`src/rtl/btn_event_ctrl.sv`:
```
// Pushbutton controller: synchronize, debounce on a slow tick, and
// queue press events onto a round-robin valid/ready channel.
// Ports: clk, rst (async, active-high), btn_in (raw buttons),
//   btn_level (debounced levels), evt_valid/evt_id/evt_ready
//   (event channel), evt_drop (pulse when a press is lost).
module btn_event_ctrl #(
  parameter int NUM_BTN      = 5,
  parameter int TICK_DIV     = 65536,
  parameter int STABLE_TICKS = 20
) (
  input  logic               clk,
  input  logic               rst,
  input  logic [NUM_BTN-1:0] btn_in,
  output logic [NUM_BTN-1:0] btn_level,
  output logic               evt_valid,
  output logic [2:0]         evt_id,
  input  logic               evt_ready,
  output logic               evt_drop
);

  localparam int TW = (TICK_DIV > 1) ? $clog2(TICK_DIV) : 1;
  localparam int CW = $clog2(STABLE_TICKS + 1);

  logic [NUM_BTN-1:0] s1;
  logic [NUM_BTN-1:0] s2;
  logic [TW-1:0]      tcnt;
  logic               tick;
  logic [CW-1:0]      cnt     [NUM_BTN];
  logic [CW-1:0]      cnt_nxt [NUM_BTN];
  logic [NUM_BTN-1:0] level_nxt;
  logic [NUM_BTN-1:0] press;
  logic [NUM_BTN-1:0] pending;
  logic [NUM_BTN-1:0] pending_nxt;
  logic [NUM_BTN-1:0] clr;
  logic [2:0]         last;
  logic [2:0]         win;
  logic               found;
  logic               load;
  logic               take;
  logic               drop_nxt;
  int                 idx;

  assign tick = (tcnt == TW'(TICK_DIV - 1));

  always_comb begin
    level_nxt = btn_level;
    press     = '0;
    for (int i = 0; i < NUM_BTN; i++) begin
      cnt_nxt[i] = cnt[i];
      if (tick) begin
        if (s2[i] == btn_level[i]) begin
          cnt_nxt[i] = '0;
        end else if (cnt[i] == CW'(STABLE_TICKS - 1)) begin
          level_nxt[i] = s2[i];
          cnt_nxt[i]   = '0;
          press[i]     = s2[i];
        end else begin
          cnt_nxt[i] = cnt[i] + 1'b1;
        end
      end
    end
  end

  // Round-robin: first pending bit strictly after the last grant.
  always_comb begin
    found = 1'b0;
    win   = '0;
    idx   = 0;
    for (int k = 1; k <= NUM_BTN; k++) begin
      idx = (int'(last) + k) % NUM_BTN;
      if (!found && pending[idx]) begin
        found = 1'b1;
        win   = 3'(idx);
      end
    end
  end

  // A press on the bit being granted this cycle re-arms it cleanly,
  // so only presses on a bit that stays pending are dropped.
  always_comb begin
    load        = !evt_valid || evt_ready;
    take        = load && found;
    clr         = take ? (NUM_BTN'(1) << win) : '0;
    pending_nxt = (pending & ~clr) | press;
    drop_nxt    = |(press & pending & ~clr);
  end

  always_ff @(posedge clk or posedge rst) begin
    if (rst) begin
      s1        <= '0;
      s2        <= '0;
      tcnt      <= '0;
      btn_level <= '0;
      for (int i = 0; i < NUM_BTN; i++) cnt[i] <= '0;
      pending   <= '0;
      evt_valid <= 1'b0;
      evt_id    <= '0;
      evt_drop  <= 1'b0;
      last      <= 3'(NUM_BTN - 1);
    end else begin
      s1        <= btn_in;
      s2        <= s1;
      tcnt      <= tick ? '0 : tcnt + 1'b1;
      btn_level <= level_nxt;
      for (int i = 0; i < NUM_BTN; i++) cnt[i] <= cnt_nxt[i];
      pending   <= pending_nxt;
      evt_drop  <= drop_nxt;
      if (load) begin
        evt_valid <= found;
        if (found) begin
          evt_id <= win;
          last   <= win;
        end
      end
    end
  end

endmodule
```
`config.mk`:
```
export PLATFORM = sky130hd
export DESIGN_NAME = btn_event_ctrl
export DESIGN_NICKNAME = d
export VERILOG_FILES = /design/src/rtl/btn_event_ctrl.sv
export SDC_FILE = /design/constraint.sdc
export NUM_CORES = 1
export LEC_CHECK = 0
export CAP_MARGIN = 0
export CORE_MARGIN = 2
export CORE_UTILIZATION = 30
export DETAILED_ROUTE_END_ITERATION = 12
export GPL_TIMING_DRIVEN = 0
export PLACE_DENSITY = 0.42
export SYNTH_ARGS = -nofsm -noshare
export SYNTH_HDL_FRONTEND = slang
export SYNTH_SLANG_ARGS = --single-unit
export TNS_END_PERCENT = 30
```
`constraint.sdc`:
```
create_clock -name clk -period 6 [get_ports clk]
set_clock_uncertainty 0.05 [all_clocks]
set_input_delay 1.2 -clock clk [delete_from_list [all_inputs] [get_ports clk]]
set_output_delay 1.2 -clock clk [all_outputs]
set_load 0.1 [all_outputs]
```
==> results by group, run 1 <==
Run status
  – Status: finished clean

Finish
  – Commonest cells after routing, fill and taps aside: nand2_1, dfrtp_1, nor2_1
  – Most common cell after layout, fill and taps aside: nand2_1
  – Fillers: 1,761
  – Final Non-Filler Cells: 844
  – Post-layout util: 35.6%
  – Final net count: 654
  – Seq. cell area: 1680 um^2
  – Antenna diodes: 0
  – Layout cell share with drive strength beyond 1: 11.5%
  – Area Growth Syn to Fin: 16.2%
  – Area of the multi-input gates: 3200 um^2

Global routing
  – Vias in the first global route: 4,390
  – Initial antenna violation count: 0
  – GRT Overall Usage: 15.7%
  – Largest net degree at the start of global routing: 68
  – Overflow left after global routing: 0
  – Global-route wire length before repair: 22,600 um

Clock network
  – Postcts setup bufs: 0
  – Htree depth: 3
  – Bufs on Longest Clock Path: 2
  – Clock latency at the later pin of the worst-skew pair: 0.33 ns
  – CTS tree: done
  – Clock-pin slew on the worst setup and hold paths: 0.06 ns
  – Inserted Clock Buffers: 9
  – Clk sinks: 67
  – Root Buffer Master: clkbuf_16

Timing
  – Worst-margin pin slew: 0.974 ns
  – Worst hold margin: 0.296 ns
  – Worst slew margin: 34.9%
  – Worst setup margin: 0.490 ns
  – Final hold vios: 0
  – Final Setup Violations: 0
  – Final Max Slew Viols: 0
  – Period minus WS final: 5.51 ns
  – Max Fclk: 181 MHz
  – Final Cycle Share: 91.8%

Worst setup path
  – CP delay by family, top: compound AO/OA/AOI/OAI gates
  – CP bufs+invs: 5
  – Crit. End Element: flop
  – Worst-path fanout max: 10
  – CP max stage cell: dfrtp_1
  – Crit path arrival time: 5.65 ns
  – Cell count along the critical path: 20
  – CP max stage delay: 0.50 ns
  – Critical path endpoint: evt_drop$_DFF_PP0_
  – Reg2reg start: evt_id[1]$_DFFE_PP0N_
  – Crit path required time: 6.14 ns
  – Startpoint Class: flop
  – CP cell instances: clkbuf_2 > inv_1 > ha_1 > buf_2 > buf_2 > clkbuf_4 > xnor2_2 > ha_1 > nand2b_1 > nor3b_2 > a311oi_4 > mux2i_2 > a211oi_2 > o32ai_2 > nand4_1 > o221ai_1 > a21o_1 > nand2b_1 > a211oi_1 > o221ai_1
  – Setup crit start: evt_id[1]$_DFFE_PP0N_
  – FF-to-FF setup slack: 0.49 ns
  – FF-to-FF path depth: 20
  – Reg2Reg Capture Point: evt_drop$_DFF_PP0_
  – Setup CP Type: flop to flop

Power
  – P_int: 1.57 mW
  – Switching Share: 46.5%
  – Peak supply drop: 161 uV
  – Sequential power share: 17.0%
  – Pwr Density: 497 nW/um^2
  – Leakage: 2.46 nW
  – Combinational Power Share: 62.5%
  – Switching power: 1.36 mW
  – Clk pwr share: 20.5%

Placement
  – DP HPWL: 9960 um
  – GP Congestion: 0.885
  – Placed Cells incl. Taps: 828
  – Setup WS pre-CTS: 0.00983 ns
  – Port-buffer cells: 17

Route
  – Initial DRC count: 280
  – Via density: 5.28
  – Post-route ant nets: 0
  – Routed len/inst: 16.1 um
  – Routed wire length: 13,600 um
  – Initial DRT Pass Iterations: 5
  – DRC: 0
  – Routed vias: 4,458

Logic synthesis
  – EDFF count, synth: 0
  – Simple-gate area share of the yosys netlist: 22.3%
  – Dominant synthesized flop cell: dfrtp_1
  – Async SR Flop Fraction: 100%
  – Post-Syn Area: 5090 um^2
  – Synth Area in Compound Gates: 22.7%
  – Avg Inst Size Synth: 8.61 um^2
  – Post-synthesis cell type count: 80
  – Seq/Total Area, Yosys: 33.0%
  – Yosys Warn Count: 0
  – Mux contribution to synthesized area: 5.39%
  – Cells after Synth: 591
  – Yosys reg bits: 67
  – Adder-cell share of the synthesized area: 6.86%
  – Synth Net Count: 626
  – Largest family of logic cells by synthesized area: compound AO/OA/AOI/OAI gates
  – Post-Synth XOR/XNOR Area: 5.26%

Floorplan
  – I/O Pins: 18
  – Die Y: 134 um
  – Row count: 47
  – Starting Density: 30.7%
  – Die Wd: 134 um
  – CORE AREA: 16,600 um^2
  – Die Area: 18,000 um^2

Worst hold path
  – Worst min path class: flop to flop

Flow run
  – Number of max-cap violations: 0
-- per-stage QoR --
stage,TNS (ns),power [mW],area (um^2)
floorplan,0,1.89,5090
CTS,0,2.90,5880
global placement,0,2.28,5530
finish,0,2.93,5910
global route,-0.0117,3.15,5910
detailed placement,0,2.28,5540
-- worst reg2reg max path, stage by stage (launching register included) --
cell and delay [ns]:
dfrtp_1 0.50, clkbuf_2 0.32, inv_1 0.20, ha_1 0.37, buf_2 0.23, buf_2 0.29
clkbuf_4 0.30, xnor2_2 0.20, ha_1 0.25, nand2b_1 0.13, nor3b_2 0.21, a311oi_4 0.35
mux2i_2 0.30, a211oi_2 0.08, o32ai_2 0.41, nand4_1 0.20, o221ai_1 0.21, a21o_1 0.26
nand2b_1 0.13, a211oi_1 0.23, o221ai_1 0.15
-- how the worst min path moves through the flow --
stage	from	to	slack, ns	cells past startpoint
2_1_floorplan	s1[0]$_DFF_PP0_	s2[0]$_DFF_PP0_	0.28	0
3_3_place_gp	s1[3]$_DFF_PP0_	s2[3]$_DFF_PP0_	0.28	0
3_5_place_dp	s1[3]$_DFF_PP0_	s2[3]$_DFF_PP0_	0.28	0
4_1_cts	s1[3]$_DFF_PP0_	s2[3]$_DFF_PP0_	0.30	0
5_1_grt	s1[3]$_DFF_PP0_	s2[3]$_DFF_PP0_	0.30	0
6_report	s1[3]$_DFF_PP0_	s2[3]$_DFF_PP0_	0.30	0
-- cell families (layout without fill, tap and decap cells) --
logic type,after synthesis,in the layout
buffers and inverters,53,86
adders and majority gates,28,28
and+or+nand+nor,228,228
DFF,67,67
xor gates and xnor gates,28,28
AOI/OAI and AO/OA,162,162
muxes,25,25
-- per-layer routing --
metal	vias up	routed length, um	part of all wire, %	track usage [%]
li1	2201	-	-	-
met4	0	347	2.6	7.43
met2	94	6480	48	26.2
met5	-	0	0	0
met1	2144	6320	47	20.4
met3	19	426	3.1	1.51
-- power groups by stage --
stage / Clock (mW) / Sequential (mW) / Combinational [mW]
detailed placement: 0 / 0.507 / 1.77
global route: 0.637 / 0.503 / 2.01
floorplan: 0 / 0.532 / 1.36
finish: 0.601 / 0.499 / 1.84
global placement: 0 / 0.507 / 1.77
CTS: 0.619 / 0.499 / 1.78
-- registers in the layout (all words and copies together) (netlist names) --
signal and cells:
s1 5, evt_id 3, evt_drop 1, cnt 25
pending 5, btn_level 5, s2 5, tcnt 16
last 1, evt_valid 1
-- what timing repair did --
item                                    4_1_cts  5_1_grt
gates resized for setup                       1        9
hold buffers                                  0        0
endpoints found under the setup margin        1        7
-- cells in the mapped netlist, drive strengths merged (4+ instances only) --
master / number / area (um^2)
inv: 23 / 88.8
xnor2: 19 / 181
o211ai: 4 / 30.0
a311oi: 4 / 47.6
a22oi: 5 / 37.5
and2: 7 / 43.8
nand3b: 7 / 52.6
mux2i: 15 / 158
dfrtp: 66 / 1650
nor2: 43 / 161
nor3b: 5 / 42.5
and3: 10 / 63.8
a211oi: 9 / 72.6
a31oi: 4 / 25.0
nor3: 15 / 75.1
clkbuf: 16 / 60.1
o22ai: 7 / 43.8
nand2b: 14 / 87.6
buf: 13 / 76.3
o21ai: 49 / 253
o21a: 5 / 37.5
o31ai: 15 / 118
a21oi: 25 / 144
nand2: 75 / 282
or3: 4 / 25.0
mux2: 10 / 116
a21o: 10 / 75.1
xor2: 9 / 86.3
ha: 27 / 338
nand3: 24 / 120
nor2b: 4 / 25.0
and4: 4 / 35.0
-- cell type report --
| cell class | count | area share, % |
|---|---|---|
| Sequential cell | 67 | 28.4 |
| Inverter | 24 | 1.67 |
| Clock buffer | 9 | 3.81 |
| Buffer | 29 | 2.43 |
| Clock inverter | 7 | 1.97 |
| Multi-Input combinational cell | 471 | 54.2 |
| Tap cell | 220 | 4.66 |
| Timing Repair Buffer | 17 | 2.88 |
Note: power is estimated with default switching activity, not from simulation.
==> run 2, diff against run 1 <==
--- a/config.mk
+++ b/config.mk
@@ -5,6 +5,7 @@
 export SDC_FILE = /design/constraint.sdc
 export NUM_CORES = 1
 export LEC_CHECK = 0
+export ABC_AREA = 1
 export CAP_MARGIN = 0
 export CORE_MARGIN = 2
 export CORE_UTILIZATION = 30
==> run 2 against run 1 <==
Compared with the run above:
- combinational power is 9% higher
- sequential share of layout area is 1.5 points higher
- register-to-register slack better by 1.4 ns
==> results by group, run 2 <==
Worst setup path
  – Crit path required time: 6.16 ns (+0.02 ns)
  – FF-to-FF setup slack: 1.93 ns (+1.44 ns)
  – Startpoint Class: flop
  – Crit path arrival time: 4.23 ns (-1.42 ns)
  – Worst-path fanout max: 11 (+1)
  – Reg2reg start: evt_id[1]$_DFFE_PP0N_
  – Critical path endpoint: evt_drop$_DFF_PP0_
  – Setup CP Type: flop to flop
  – Reg2Reg Capture Point: evt_drop$_DFF_PP0_
  – Setup crit start: evt_id[1]$_DFFE_PP0N_
  – Crit. End Element: flop
  – FF-to-FF path depth: 25 (+25%)

Timing
  – RSZ-0062 raised after global routing: false
  – Final Max Slew Viols: 0 (unchanged)
  – Final Setup Violations: 0 (unchanged)
  – Setup TNS: 0 ns (unchanged)
  – Final Cycle Share: 67.8% (-24 points)
  – Max Fclk: 246 MHz (+35%)
  – Final hold vios: 0 (unchanged)
  – Worst-margin pin slew: 0.981 ns (+0.00728 ns)
  – Worst hold margin: 0.297 ns (+0.00124 ns)
  – Period minus WS final: 4.07 ns (-1.44 ns)
  – Worst setup margin: 1.93 ns (+1.44 ns)
  – Worst slew margin: 34.4% (-0.49 points)

Logic synthesis
  – Most common cell in the netlist: nand2_1
  – Yosys reg bits: 67 (unchanged)
  – EDFF count, synth: 0 (unchanged)
  – Post-Synth XOR/XNOR Area: 4.12% (-1.1 points)
  – Simple-gate area share of the yosys netlist: 35.6% (+13 points)
  – Post-synthesis cell type count: 45 (-44%)
  – Dominant synthesized flop cell: dfrtp_1
  – Avg Inst Size Synth: 7.72 um^2 (-10%)
  – Synth Area in Compound Gates: 9.15% (-14 points)
  – Adder-cell share of the synthesized area: 7.00% (+0.14 points)
  – Synth top cells by count: nand2_1, inv_1, nand3_1
  – Async SR Flop Fraction: 100% (unchanged)
  – Synth Net Count: 660 (+5.4%)
  – Largest cells by area after synthesis: dfrtp_1, nand2_1, inv_1
  – Cells after Synth: 625 (+5.8%)
  – Yosys Warn Count: 0 (unchanged)
  – Synth area leader: dfrtp_1
  – Largest family of logic cells by synthesized area: simple AND/OR/NAND/NOR gates
  – Post-Syn Area: 4830 um^2 (-5.1%)
  – Mux contribution to synthesized area: 0% (-5.4 points)
  – Post-synth top area share: 34.2% (+1.8 points)
  – Seq/Total Area, Yosys: 34.8% (+1.8 points)

Finish
  – Largest Register: cnt
  – Largest register FFs: 25 (unchanged)
  – Layout cell share with drive strength beyond 1: 14.9% (+3.4 points)
  – Area Growth Syn to Fin: 16.3% (about the same)
  – Final net count: 688 (+5.2%)
  – Largest registers: cnt (25), tcnt (16)
  – Commonest cells after routing, fill and taps aside: nand2_1, inv_1, nand3_1
  – Most common cell after layout, fill and taps aside: nand2_1
  – Post-route cell area: 5610 um^2 (-5.1%)
  – Antenna diodes: 0 (unchanged)
  – Seq. cell area: 1680 um^2 (unchanged)
  – Area of the multi-input gates: 2700 um^2 (-16%)
  – Fillers: 1,648 (-6.4%)

Global routing
  – Vias in the first global route: 4,048 (-7.8%)
  – GRT Overall Usage: 14.4% (-1.2 points)
  – Initial antenna violation count: 0 (unchanged)
  – Largest net degree at the start of global routing: 68 (unchanged)
  – Overflow left after global routing: 0 (unchanged)
  – Global-route wire length before repair: 19,400 um (-14%)

Floorplan
  – Starting Density: 30.5% (-0.19 points)
  – Row count: 46 (-2.1%)
  – I/O Pins: 18 (unchanged)
  – CORE AREA: 15,800 um^2 (-4.6%)
  – Die Y: 131 um (-2.5%)
  – Die Area: 17,100 um^2 (-5.0%)
  – Die Wd: 131 um (-2.5%)

Route
  – Via density: 4.67 (-12%)
  – Routed vias: 4,084 (-8.4%)
  – Initial DRC count: 259 (-7.5%)
  – Routed len/inst: 13.1 um (-19%)
  – DRC: 0 (unchanged)
  – Routed wire length: 11,400 um (-16%)
  – Initial DRT Pass Iterations: 5 (unchanged)
  – Post-route ant nets: 0 (unchanged)

Power
  – Pwr Density: 559 nW/um^2 (+13%)
  – Clk pwr share: 19.3% (-1.2 points)
  – Switching Share: 50.8% (+4.3 points)
  – P_int: 1.54 mW (-1.7%)
  – Tot Pwr: 3.14 mW (+6.8%)
  – Leakage: 2.67 nW (+8.5%)
  – Peak supply drop: 207 uV (+29%)
  – Combinational Power Share: 63.6% (+1.1 points)
  – Switching power: 1.59 mW (+17%)
  – Sequential power share: 17.0% (about the same)

Clock network
  – Bufs on Longest Clock Path: 2 (unchanged)
  – Postcts setup bufs: 0 (unchanged)
  – Clock-pin slew on the worst setup and hold paths: 0.06 ns (about the same)
  – Root Buffer Master: clkbuf_16
  – Hold-fix buffers, CTS: 0 (unchanged)
  – Htree depth: 3 (unchanged)
  – CTS tree: done
  – Post-cts sizing count: 0 (-1)
  – Clk sinks: 67 (unchanged)
  – Clock latency at the later pin of the worst-skew pair: 0.33 ns (about the same)
  – Inserted Clock Buffers: 9 (unchanged)

Run status
  – Status: finished clean

Placement
  – Setup WS pre-CTS: 1.89 ns (+1.88 ns)
  – Port-buffer cells: 17 (unchanged)
  – DP Area: 5270 um^2 (-4.8%)
  – GP Congestion: 0.801 (-9.5%)
  – DP HPWL: 8770 um (-12%)

Flow run
  – Number of max-cap violations: 0 (unchanged)

Worst hold path
  – Worst min path class: flop to flop
[run 2: critical path, cell delays in order (launching register included)]
cell and delay (ns):
dfrtp_1 0.60, inv_1 0.22, ha_1 0.38, buf_4 0.21
inv_2 0.18, ha_1 0.17, inv_1 0.04, ha_1 0.26
inv_1 0.07, nand4_2 0.11, nand2_2 0.13, nand2_2 0.07
nand2_1 0.09, nand3_1 0.10, nand2_1 0.08, nand2_1 0.05
nand3_1 0.11, nand3_2 0.10, nor2_4 0.15, nand4_1 0.17
nand3_2 0.16, nand3_1 0.10, nand2_1 0.07, nand2_1 0.05
nor2_1 0.15, nand2_1 0.08
[run 2: routing by layer]
metal  global-route usage (%)  up-vias  share of wire, %
met4                     6.13        0               2.2
met2                     24.2       57                48
met1                     18.5     1903                47
met5                        0        -                 0
li1                         -     2103                 -
met3                     2.32       21               2.8
[run 2: cell families after synthesis]
family / Yosys count
and+or+nand+nor: 327
buffers and inverters: 115
AOI/OAI and AO/OA: 68
DFF: 67
adders and majority gates: 27
xor gates and xnor gates: 21
[run 2: power groups by stage]
stage          Combinational, mW  Clock, mW  Sequential (mW)
6_report                    2.00      0.606            0.533
5_1_grt                     2.27      0.640            0.537
4_1_cts                     2.01      0.621            0.533
3_5_place_dp                2.00          0            0.541
3_3_place_gp                1.98          0            0.541
2_1_floorplan               1.59          0            0.552
[run 2: layout make-up]
type	count	area share, %
inverter	107	7.25
sequential	67	29.9
buffer	8	0.803
multi-input combinational	443	48.1
tap	216	4.82
timing repair buffer	17	3.03
clock buffer	11	4.33
clock inverter	5	1.78
[run 2: worst min path at each step]
stage,from,end,slack (ns),cells after the start
floorplan,s1[0]$_DFF_PP0_,s2[0]$_DFF_PP0_,0.28,0
global placement,s1[2]$_DFF_PP0_,s2[2]$_DFF_PP0_,0.28,0
detailed placement,s1[1]$_DFF_PP0_,s2[1]$_DFF_PP0_,0.29,0
CTS,s1[1]$_DFF_PP0_,s2[1]$_DFF_PP0_,0.30,0
global route,s1[1]$_DFF_PP0_,s2[1]$_DFF_PP0_,0.30,0
finish,s1[1]$_DFF_PP0_,s2[1]$_DFF_PP0_,0.30,0
[run 2: per-stage QoR]
step | instances | util (%)
final | 874 | 35.5
after global routing | 874 | 35.5
after CTS | 874 | 35.5
after detailed placement | 858 | 33.3
after global placement | 858 | 33.3
after floorplan | 625 | -
